<file path="src/rtl/brq_wb_arbiter_if.sv">
// rtl/brq_wb_arbiter_if.sv - writeback arbiter source/RF bundle
interface brq_wb_arbiter_if #(
    parameter int FifoDepth = 2
);
    localparam int CntW = $clog2(FifoDepth + 1);

    logic            lsu_we_i;
    logic            lsu_fp_i;
    logic [4:0]      lsu_waddr_i;
    logic [31:0]     lsu_wdata_i;
    logic            ex_valid_i;
    logic            ex_fp_i;
    logic [4:0]      ex_waddr_i;
    logic [31:0]     ex_wdata_i;
    logic            ex_ready_o;
    logic            mc_valid_i;
    logic            mc_fp_i;
    logic [4:0]      mc_waddr_i;
    logic [31:0]     mc_wdata_i;
    logic            mc_ready_o;
    logic            flush_i;
    logic            rf_we_o;
    logic [4:0]      rf_waddr_o;
    logic [31:0]     rf_wdata_o;
    logic            fp_rf_we_o;
    logic [4:0]      fp_rf_waddr_o;
    logic [31:0]     fp_rf_wdata_o;
    logic [CntW-1:0] mc_count_o;
    logic [1:0]      grant_o;

    modport slave (
        input  lsu_we_i, lsu_fp_i, lsu_waddr_i, lsu_wdata_i,
        input  ex_valid_i, ex_fp_i, ex_waddr_i, ex_wdata_i,
        input  mc_valid_i, mc_fp_i, mc_waddr_i, mc_wdata_i, flush_i,
        output ex_ready_o, mc_ready_o,
        output rf_we_o, rf_waddr_o, rf_wdata_o,
        output fp_rf_we_o, fp_rf_waddr_o, fp_rf_wdata_o,
        output mc_count_o, grant_o
    );

    modport master (
        output lsu_we_i, lsu_fp_i, lsu_waddr_i, lsu_wdata_i,
        output ex_valid_i, ex_fp_i, ex_waddr_i, ex_wdata_i,
        output mc_valid_i, mc_fp_i, mc_waddr_i, mc_wdata_i, flush_i,
        input  ex_ready_o, mc_ready_o,
        input  rf_we_o, rf_waddr_o, rf_wdata_o,
        input  fp_rf_we_o, fp_rf_waddr_o, fp_rf_wdata_o,
        input  mc_count_o, grant_o
    );
endinterface

</file>
<file path="src/rtl/brq_wb_arbiter.sv">
// rtl/brq_wb_arbiter.sv - LSU/EX/multi-cycle writeback arbiter for int and FP RF ports
module brq_wb_arbiter #(
    parameter int FifoDepth   = 2,
    parameter int StarveLimit = 4
) (
    input  logic           clk_i,
    input  logic           rst_i,
    brq_wb_arbiter_if.slave bus
);
    localparam int PtrW = (FifoDepth > 1) ? $clog2(FifoDepth) : 1;
    localparam int CntW = $clog2(FifoDepth + 1);

    localparam logic [1:0] GNT_NONE = 2'd0;
    localparam logic [1:0] GNT_LSU  = 2'd1;
    localparam logic [1:0] GNT_EX   = 2'd2;
    localparam logic [1:0] GNT_MC   = 2'd3;

    logic [37:0]     mem [FifoDepth];
    logic [PtrW-1:0] wr_ptr, rd_ptr;
    logic [CntW-1:0] count;
    logic [3:0]      starve_cnt;

    logic        nonempty, full, starve, push, pop, ex_win, mc_win;
    logic        sel_win, sel_fp;
    logic [4:0]  sel_waddr;
    logic [31:0] sel_wdata;
    logic [1:0]  sel_grant;
    logic [37:0] head;

    assign nonempty = (count != '0);
    assign full     = (count == CntW'(FifoDepth));
    assign starve   = (starve_cnt == 4'(StarveLimit));
    assign head     = mem[rd_ptr];

    assign bus.mc_ready_o = ~full & ~bus.flush_i;
    assign bus.ex_ready_o = ~bus.lsu_we_i & ~bus.flush_i & ~(nonempty & starve);
    assign bus.mc_count_o = count;

    // EX loses to MC only through ex_ready_o, which already folds in starvation
    assign push   = bus.mc_valid_i & bus.mc_ready_o;
    assign ex_win = bus.ex_valid_i & bus.ex_ready_o;
    assign mc_win = nonempty & ~bus.lsu_we_i & ~bus.flush_i & ~ex_win;
    assign pop    = mc_win;

    always_comb begin
        sel_win   = 1'b0;
        sel_fp    = 1'b0;
        sel_waddr = '0;
        sel_wdata = '0;
        sel_grant = GNT_NONE;
        if (bus.lsu_we_i) begin
            sel_win   = 1'b1;
            sel_fp    = bus.lsu_fp_i;
            sel_waddr = bus.lsu_waddr_i;
            sel_wdata = bus.lsu_wdata_i;
            sel_grant = GNT_LSU;
        end else if (ex_win) begin
            sel_win   = 1'b1;
            sel_fp    = bus.ex_fp_i;
            sel_waddr = bus.ex_waddr_i;
            sel_wdata = bus.ex_wdata_i;
            sel_grant = GNT_EX;
        end else if (mc_win) begin
            sel_win   = 1'b1;
            sel_fp    = head[37];
            sel_waddr = head[36:32];
            sel_wdata = head[31:0];
            sel_grant = GNT_MC;
        end
    end

    always_ff @(posedge clk_i) begin
        if (push) begin
            mem[wr_ptr] <= {bus.mc_fp_i, bus.mc_waddr_i, bus.mc_wdata_i};
        end
    end

    always_ff @(posedge clk_i or posedge rst_i) begin
        if (rst_i) begin
            wr_ptr <= '0;
            rd_ptr <= '0;
            count  <= '0;
        end else if (bus.flush_i) begin
            wr_ptr <= '0;
            rd_ptr <= '0;
            count  <= '0;
        end else begin
            if (push) wr_ptr <= wr_ptr + 1'b1;
            if (pop)  rd_ptr <= rd_ptr + 1'b1;
            count <= count + CntW'(push) - CntW'(pop);
        end
    end

    always_ff @(posedge clk_i or posedge rst_i) begin
        if (rst_i) begin
            starve_cnt <= '0;
        end else if (bus.flush_i || pop || !nonempty) begin
            starve_cnt <= '0;
        end else if (!starve) begin
            starve_cnt <= starve_cnt + 1'b1;
        end
    end

    // Address/data hold when idle; only the strobes and grant drop
    always_ff @(posedge clk_i or posedge rst_i) begin
        if (rst_i) begin
            bus.rf_we_o       <= 1'b0;
            bus.fp_rf_we_o    <= 1'b0;
            bus.rf_waddr_o    <= '0;
            bus.rf_wdata_o    <= '0;
            bus.fp_rf_waddr_o <= '0;
            bus.fp_rf_wdata_o <= '0;
            bus.grant_o       <= GNT_NONE;
        end else begin
            bus.rf_we_o    <= sel_win & ~sel_fp & (sel_waddr != 5'd0);
            bus.fp_rf_we_o <= sel_win & sel_fp;
            bus.grant_o    <= sel_grant;
            if (sel_win) begin
                bus.rf_waddr_o    <= sel_waddr;
                bus.rf_wdata_o    <= sel_wdata;
                bus.fp_rf_waddr_o <= sel_waddr;
                bus.fp_rf_wdata_o <= sel_wdata;
            end
        end
    end
endmodule

</file>
<file path="src/flat_wrapper.sv">
// flat-port wrapper written by rule: the top's interface ports become plain ports
module brq_wb_arbiter_flat 
#(
    parameter int FifoDepth   = 2,
    parameter int StarveLimit = 4
)
  (clk_i, rst_i, bus_lsu_we_i, bus_lsu_fp_i, bus_lsu_waddr_i, bus_lsu_wdata_i, bus_ex_valid_i, bus_ex_fp_i, bus_ex_waddr_i, bus_ex_wdata_i, bus_mc_valid_i, bus_mc_fp_i, bus_mc_waddr_i, bus_mc_wdata_i, bus_flush_i, bus_ex_ready_o, bus_mc_ready_o, bus_rf_we_o, bus_rf_waddr_o, bus_rf_wdata_o, bus_fp_rf_we_o, bus_fp_rf_waddr_o, bus_fp_rf_wdata_o, bus_mc_count_o, bus_grant_o);
  brq_wb_arbiter_if #(.FifoDepth(FifoDepth)) bus_i ();
  input  logic clk_i;
  input  logic rst_i;
  input wire logic [$bits(bus_i.lsu_we_i)-1:0] bus_lsu_we_i;
  input wire logic [$bits(bus_i.lsu_fp_i)-1:0] bus_lsu_fp_i;
  input wire logic [$bits(bus_i.lsu_waddr_i)-1:0] bus_lsu_waddr_i;
  input wire logic [$bits(bus_i.lsu_wdata_i)-1:0] bus_lsu_wdata_i;
  input wire logic [$bits(bus_i.ex_valid_i)-1:0] bus_ex_valid_i;
  input wire logic [$bits(bus_i.ex_fp_i)-1:0] bus_ex_fp_i;
  input wire logic [$bits(bus_i.ex_waddr_i)-1:0] bus_ex_waddr_i;
  input wire logic [$bits(bus_i.ex_wdata_i)-1:0] bus_ex_wdata_i;
  input wire logic [$bits(bus_i.mc_valid_i)-1:0] bus_mc_valid_i;
  input wire logic [$bits(bus_i.mc_fp_i)-1:0] bus_mc_fp_i;
  input wire logic [$bits(bus_i.mc_waddr_i)-1:0] bus_mc_waddr_i;
  input wire logic [$bits(bus_i.mc_wdata_i)-1:0] bus_mc_wdata_i;
  input wire logic [$bits(bus_i.flush_i)-1:0] bus_flush_i;
  output wire logic [$bits(bus_i.ex_ready_o)-1:0] bus_ex_ready_o;
  output wire logic [$bits(bus_i.mc_ready_o)-1:0] bus_mc_ready_o;
  output wire logic [$bits(bus_i.rf_we_o)-1:0] bus_rf_we_o;
  output wire logic [$bits(bus_i.rf_waddr_o)-1:0] bus_rf_waddr_o;
  output wire logic [$bits(bus_i.rf_wdata_o)-1:0] bus_rf_wdata_o;
  output wire logic [$bits(bus_i.fp_rf_we_o)-1:0] bus_fp_rf_we_o;
  output wire logic [$bits(bus_i.fp_rf_waddr_o)-1:0] bus_fp_rf_waddr_o;
  output wire logic [$bits(bus_i.fp_rf_wdata_o)-1:0] bus_fp_rf_wdata_o;
  output wire logic [$bits(bus_i.mc_count_o)-1:0] bus_mc_count_o;
  output wire logic [$bits(bus_i.grant_o)-1:0] bus_grant_o;
  assign bus_i.lsu_we_i = bus_lsu_we_i;
  assign bus_i.lsu_fp_i = bus_lsu_fp_i;
  assign bus_i.lsu_waddr_i = bus_lsu_waddr_i;
  assign bus_i.lsu_wdata_i = bus_lsu_wdata_i;
  assign bus_i.ex_valid_i = bus_ex_valid_i;
  assign bus_i.ex_fp_i = bus_ex_fp_i;
  assign bus_i.ex_waddr_i = bus_ex_waddr_i;
  assign bus_i.ex_wdata_i = bus_ex_wdata_i;
  assign bus_i.mc_valid_i = bus_mc_valid_i;
  assign bus_i.mc_fp_i = bus_mc_fp_i;
  assign bus_i.mc_waddr_i = bus_mc_waddr_i;
  assign bus_i.mc_wdata_i = bus_mc_wdata_i;
  assign bus_i.flush_i = bus_flush_i;
  assign bus_ex_ready_o = bus_i.ex_ready_o;
  assign bus_mc_ready_o = bus_i.mc_ready_o;
  assign bus_rf_we_o = bus_i.rf_we_o;
  assign bus_rf_waddr_o = bus_i.rf_waddr_o;
  assign bus_rf_wdata_o = bus_i.rf_wdata_o;
  assign bus_fp_rf_we_o = bus_i.fp_rf_we_o;
  assign bus_fp_rf_waddr_o = bus_i.fp_rf_waddr_o;
  assign bus_fp_rf_wdata_o = bus_i.fp_rf_wdata_o;
  assign bus_mc_count_o = bus_i.mc_count_o;
  assign bus_grant_o = bus_i.grant_o;
  brq_wb_arbiter #(.FifoDepth(FifoDepth), .StarveLimit(StarveLimit)) u_core (.clk_i(clk_i), .rst_i(rst_i), .bus(bus_i));
endmodule
</file>
<file path="config.mk">
export PLATFORM = sky130hd
export DESIGN_NAME = brq_wb_arbiter_flat
export DESIGN_NICKNAME = d
export VERILOG_FILES = /design/src/rtl/brq_wb_arbiter_if.sv /design/src/rtl/brq_wb_arbiter.sv /design/src/flat_wrapper.sv
export SDC_FILE = /design/constraint.sdc
export NUM_CORES = 1
export LEC_CHECK = 0
export BUFFER_PORTS_ARGS = -buffer_cell sky130_fd_sc_hd__clkbuf_2
export CAP_MARGIN = 20
export CORE_MARGIN = 1
export CORE_UTILIZATION = 52
export CTS_CLUSTER_DIAMETER = 100
export DETAILED_ROUTE_END_ITERATION = 8
export GPL_TIMING_DRIVEN = 0
export PLACE_DENSITY_LB_ADDON = 0.25
export SYNTH_ARGS = -nofsm -noshare
export SYNTH_HDL_FRONTEND = slang
export SYNTH_SLANG_ARGS = --single-unit
export TNS_END_PERCENT = 10
</file>
<file path="constraint.sdc">
create_clock -name clk_i -period 7 [get_ports clk_i]
set_input_delay 0.7 -clock clk_i [delete_from_list [all_inputs] [get_ports clk_i]]
set_output_delay 0.7 -clock clk_i [all_outputs]
set_load 0.02 [all_outputs]
</file>
==> reports/qor.txt <==
status = completed
worst-margin pin slew = 0.777 ns
CP bufs+invs = 3
Die Ht = 105 µm
synthesized netlist cell count = 393
nets = 739
final core utilization = 71.5%
DR vias = 4016
Slowest cell on crit path = dfrtp_1
post-synth top area cell = edfxtp_1
full die area = 11000 µm²
Hold Vio Cnt, Final = 0
Critical Path RT = 6.30 ns
Seq pwr share = 41.5%
crit path cell chain = inv_1, ha_1, and3b_1, clkbuf_1, nand2_1, and2_1, clkbuf_2
clock group share of total power = 41.8%
RSZ-0062 raised after global routing = false
CTS buffer count = 17
sw frac = 26.4%
share of cells above drive strength 1 = 50.3%
Core Area = 10300 µm²
drt pass-1 iters = 4
Leakage = 0.00325 µW
Worst Setup End Kind = output port
sequential fraction of the synthesis area = 63.7%
Skew-Pair Late Insertion Delay = 0.52 ns
placed cell count = 732
Pwr per Cell Area = 287 nW/µm²
Area growth syn-to-layout = 33.3%
number of post-CTS setup repair buffers = 0
pre-CTS WS = 4.32 ns
post-cts resize count = 0
Port-buffer cells = 200
Synth area leaders = edfxtp_1, dfrtp_1, mux2_2, mux2i_1, buf_4
Largest delay share family, worst path = simple AND/OR/NAND/NOR gates
asr flop ratio synth = 39.2%
gpl congestion = 0.801
Die X = 105 µm
grt total ovfl = 0
initial antenna violation count = 0
flops & latches, synth = 125
Routed Antenna Nets = 0
worst-case vdd ir drop = 0.000173 V
CTS tree = built
number of enable flip-flop cells after synthesis = 76
final setup fails = 0
drt drc = 0
Psw = 555 µW
vias in the first global route = 4033
hold-fix buffers at CTS = 0
share of the synthesized area in the top cell type = 41.4%
CTS clk-pin slew, worst paths = 0.06 ns
root buf cell = clkbuf_8
Crit Path Category = reg -> out
first-pass GRT wire length = 20200 µm
Post-Syn Area = 5510 µm²
Routed WL = 13100 µm
CP max stage delay = 0.44 ns
Max-Cap Viols = 0
reg2reg start = u_core.starve_cnt[0]
clock skew = 0.00834 ns
DR iter-0 viols = 202
relative slew slack = 48.2%
Ys Warns = 0
WL/cell = 17.2 µm
# rows = 37
Final HPWL DP = 9070 µm
final std cells w/o fill = 764
dominant synthesized flop cell = edfxtp_1
Worst Setup SP = u_core.starve_cnt[0]
Max clock buf depth = 2
max-slew violations = 0
CP arrival = 2.22 ns
Final Cycle Share = 41.7%
Crit Path Max Fanout = 6
initial core utilization = 53.6%
Logic pwr share = 16.7%
cell internal pwr = 1550 µW
IO Pins = 202
Worst Setup Slack, final = 4.08 ns
Syn Area/Cell = 14.0 µm²
Hold WC Path Type = in -> async
Ant. Diodes = 0
Mapped Nets = 517
H-tree depth = 4
fmax = 343 MHz
GR Util All Layers = 24.7%
largest net degree at the start of global routing = 35
startpoint types = register
Cell variety after synth = 41
fin crit period = 2.92 ns
CTS sink count = 125
DR vias/cell = 5.26
fillers = 743
setup TNS = 0 ns
## registers in the layout, indices dropped and copies added, names as in the netlist
name / flops
u_core.mem: 76
u_core.bus.rf_wdata_o: 32
u_core.bus.rf_waddr_o: 5
u_core.starve_cnt: 4
u_core.bus.grant_o: 2
u_core.bus.mc_count_o: 2
u_core.bus.fp_rf_we_o: 1
u_core.bus.rf_we_o: 1
u_core.rd_ptr: 1
u_core.wr_ptr: 1
## final timing paths
kind                                                  end  slack [ns]  cells after the start
worst max register to register  u_core.bus.rf_wdata_o[23]        4.31                      9
worst min-delay path            u_core.bus.rf_wdata_o[20]        0.14                      2
worst max-delay path                       bus_ex_ready_o        4.08                      7
max in group asynchronous        u_core.bus.mc_count_o[1]        6.33                      3
min in group clk_i                      u_core.mem[1][11]        0.37                      1
worst min register to register   u_core.bus.rf_waddr_o[2]        0.51                      2
## layout make-up
type | instances | area, µm² | share of cell area (%)
inverters | 9 | 33.8 | 0.460
repair buffers | 203 | 1060 | 14.4
flip-flops and latches | 125 | 3510 | 47.8
multi-input cells | 202 | 1620 | 22.0
plain buffers | 57 | 359 | 4.89
well taps | 136 | 170 | 2.32
clock buffers | 19 | 432 | 5.88
clock inverters | 13 | 165 | 2.25
## cell usage after synthesis, types with 2 or more instances
cell type	n
mux2i_1	36
buf_4	37
nand2_1	12
nand2b_1	2
nand3b_1	2
nor2_1	9
a211oi_1	2
o21ai_0	35
mux2_1	2
dfrtp_1	49
a21oi_1	4
xor2_1	2
buf_2	5
xnor2_1	2
inv_1	8
a22oi_1	34
ha_1	4
mux2_2	33
nand3_1	3
edfxtp_1	76
and2_1	2
and3_1	2
clkbuf_1	14
## power by group through the flow
stage	Combinational [µW]	Sequential [µW]	Clock (µW)
2_1_floorplan	186	919	0
3_3_place_gp	339	884	0
3_5_place_dp	352	887	0
4_1_cts	355	874	887
5_1_grt	378	879	919
6_report	351	874	880
## placed cells by master, fill, tap and decap left out, types with 3 or more instances in the layout
cell / instances
clkbuf_2: 200
edfxtp_1: 76
dfrtp_1: 49
buf_4: 37
mux2i_1: 36
o21ai_0: 35
a22oi_1: 34
mux2_2: 33
clkbuf_16: 16
clkbuf_1: 15
nand2_1: 12
nor2_1: 8
inv_1: 7
buf_2: 5
a21oi_1: 4
ha_1: 4
clkinvlp_4: 4
nand3_1: 3
bufinv_16: 3
buf_12: 3
## kinds of logic after synthesis
logic type / count (synthesis) / synth area share [%]
AO/OA/AOI/OAI: 86 / 10.7
XOR/XNOR: 4 / 0.636
adder cells (fa/ha/maj): 4 / 0.909
buffers and inverters: 66 / 7.13
flip-flops: 125 / 63.7
multiplexers: 71 / 13.7
AND/OR/NAND/NOR: 37 / 3.25
## layer usage
metal	global-route usage [%]	vias to the layer above	part of all wire [%]
li1	-	1883	-
met1	28.4	1936	40
met2	43.1	169	51
met3	6.24	28	6.4
met4	11.8	0	2.5
met5	0	-	0
## stage by stage
| step | area, µm² | total power, µW | hold slack (ns) |
|---|---|---|---|
| 6_report | 7350 | 2110 | 0.138 |
| 5_1_grt | 7350 | 2180 | 0.159 |
| 2_1_floorplan | 5510 | 1110 | 0.473 |
| 3_5_place_dp | 6750 | 1240 | 0.502 |
| 4_1_cts | 7350 | 2120 | 0.131 |
| 3_3_place_gp | 6680 | 1220 | 0.486 |
(Power assumes the default switching activity.)
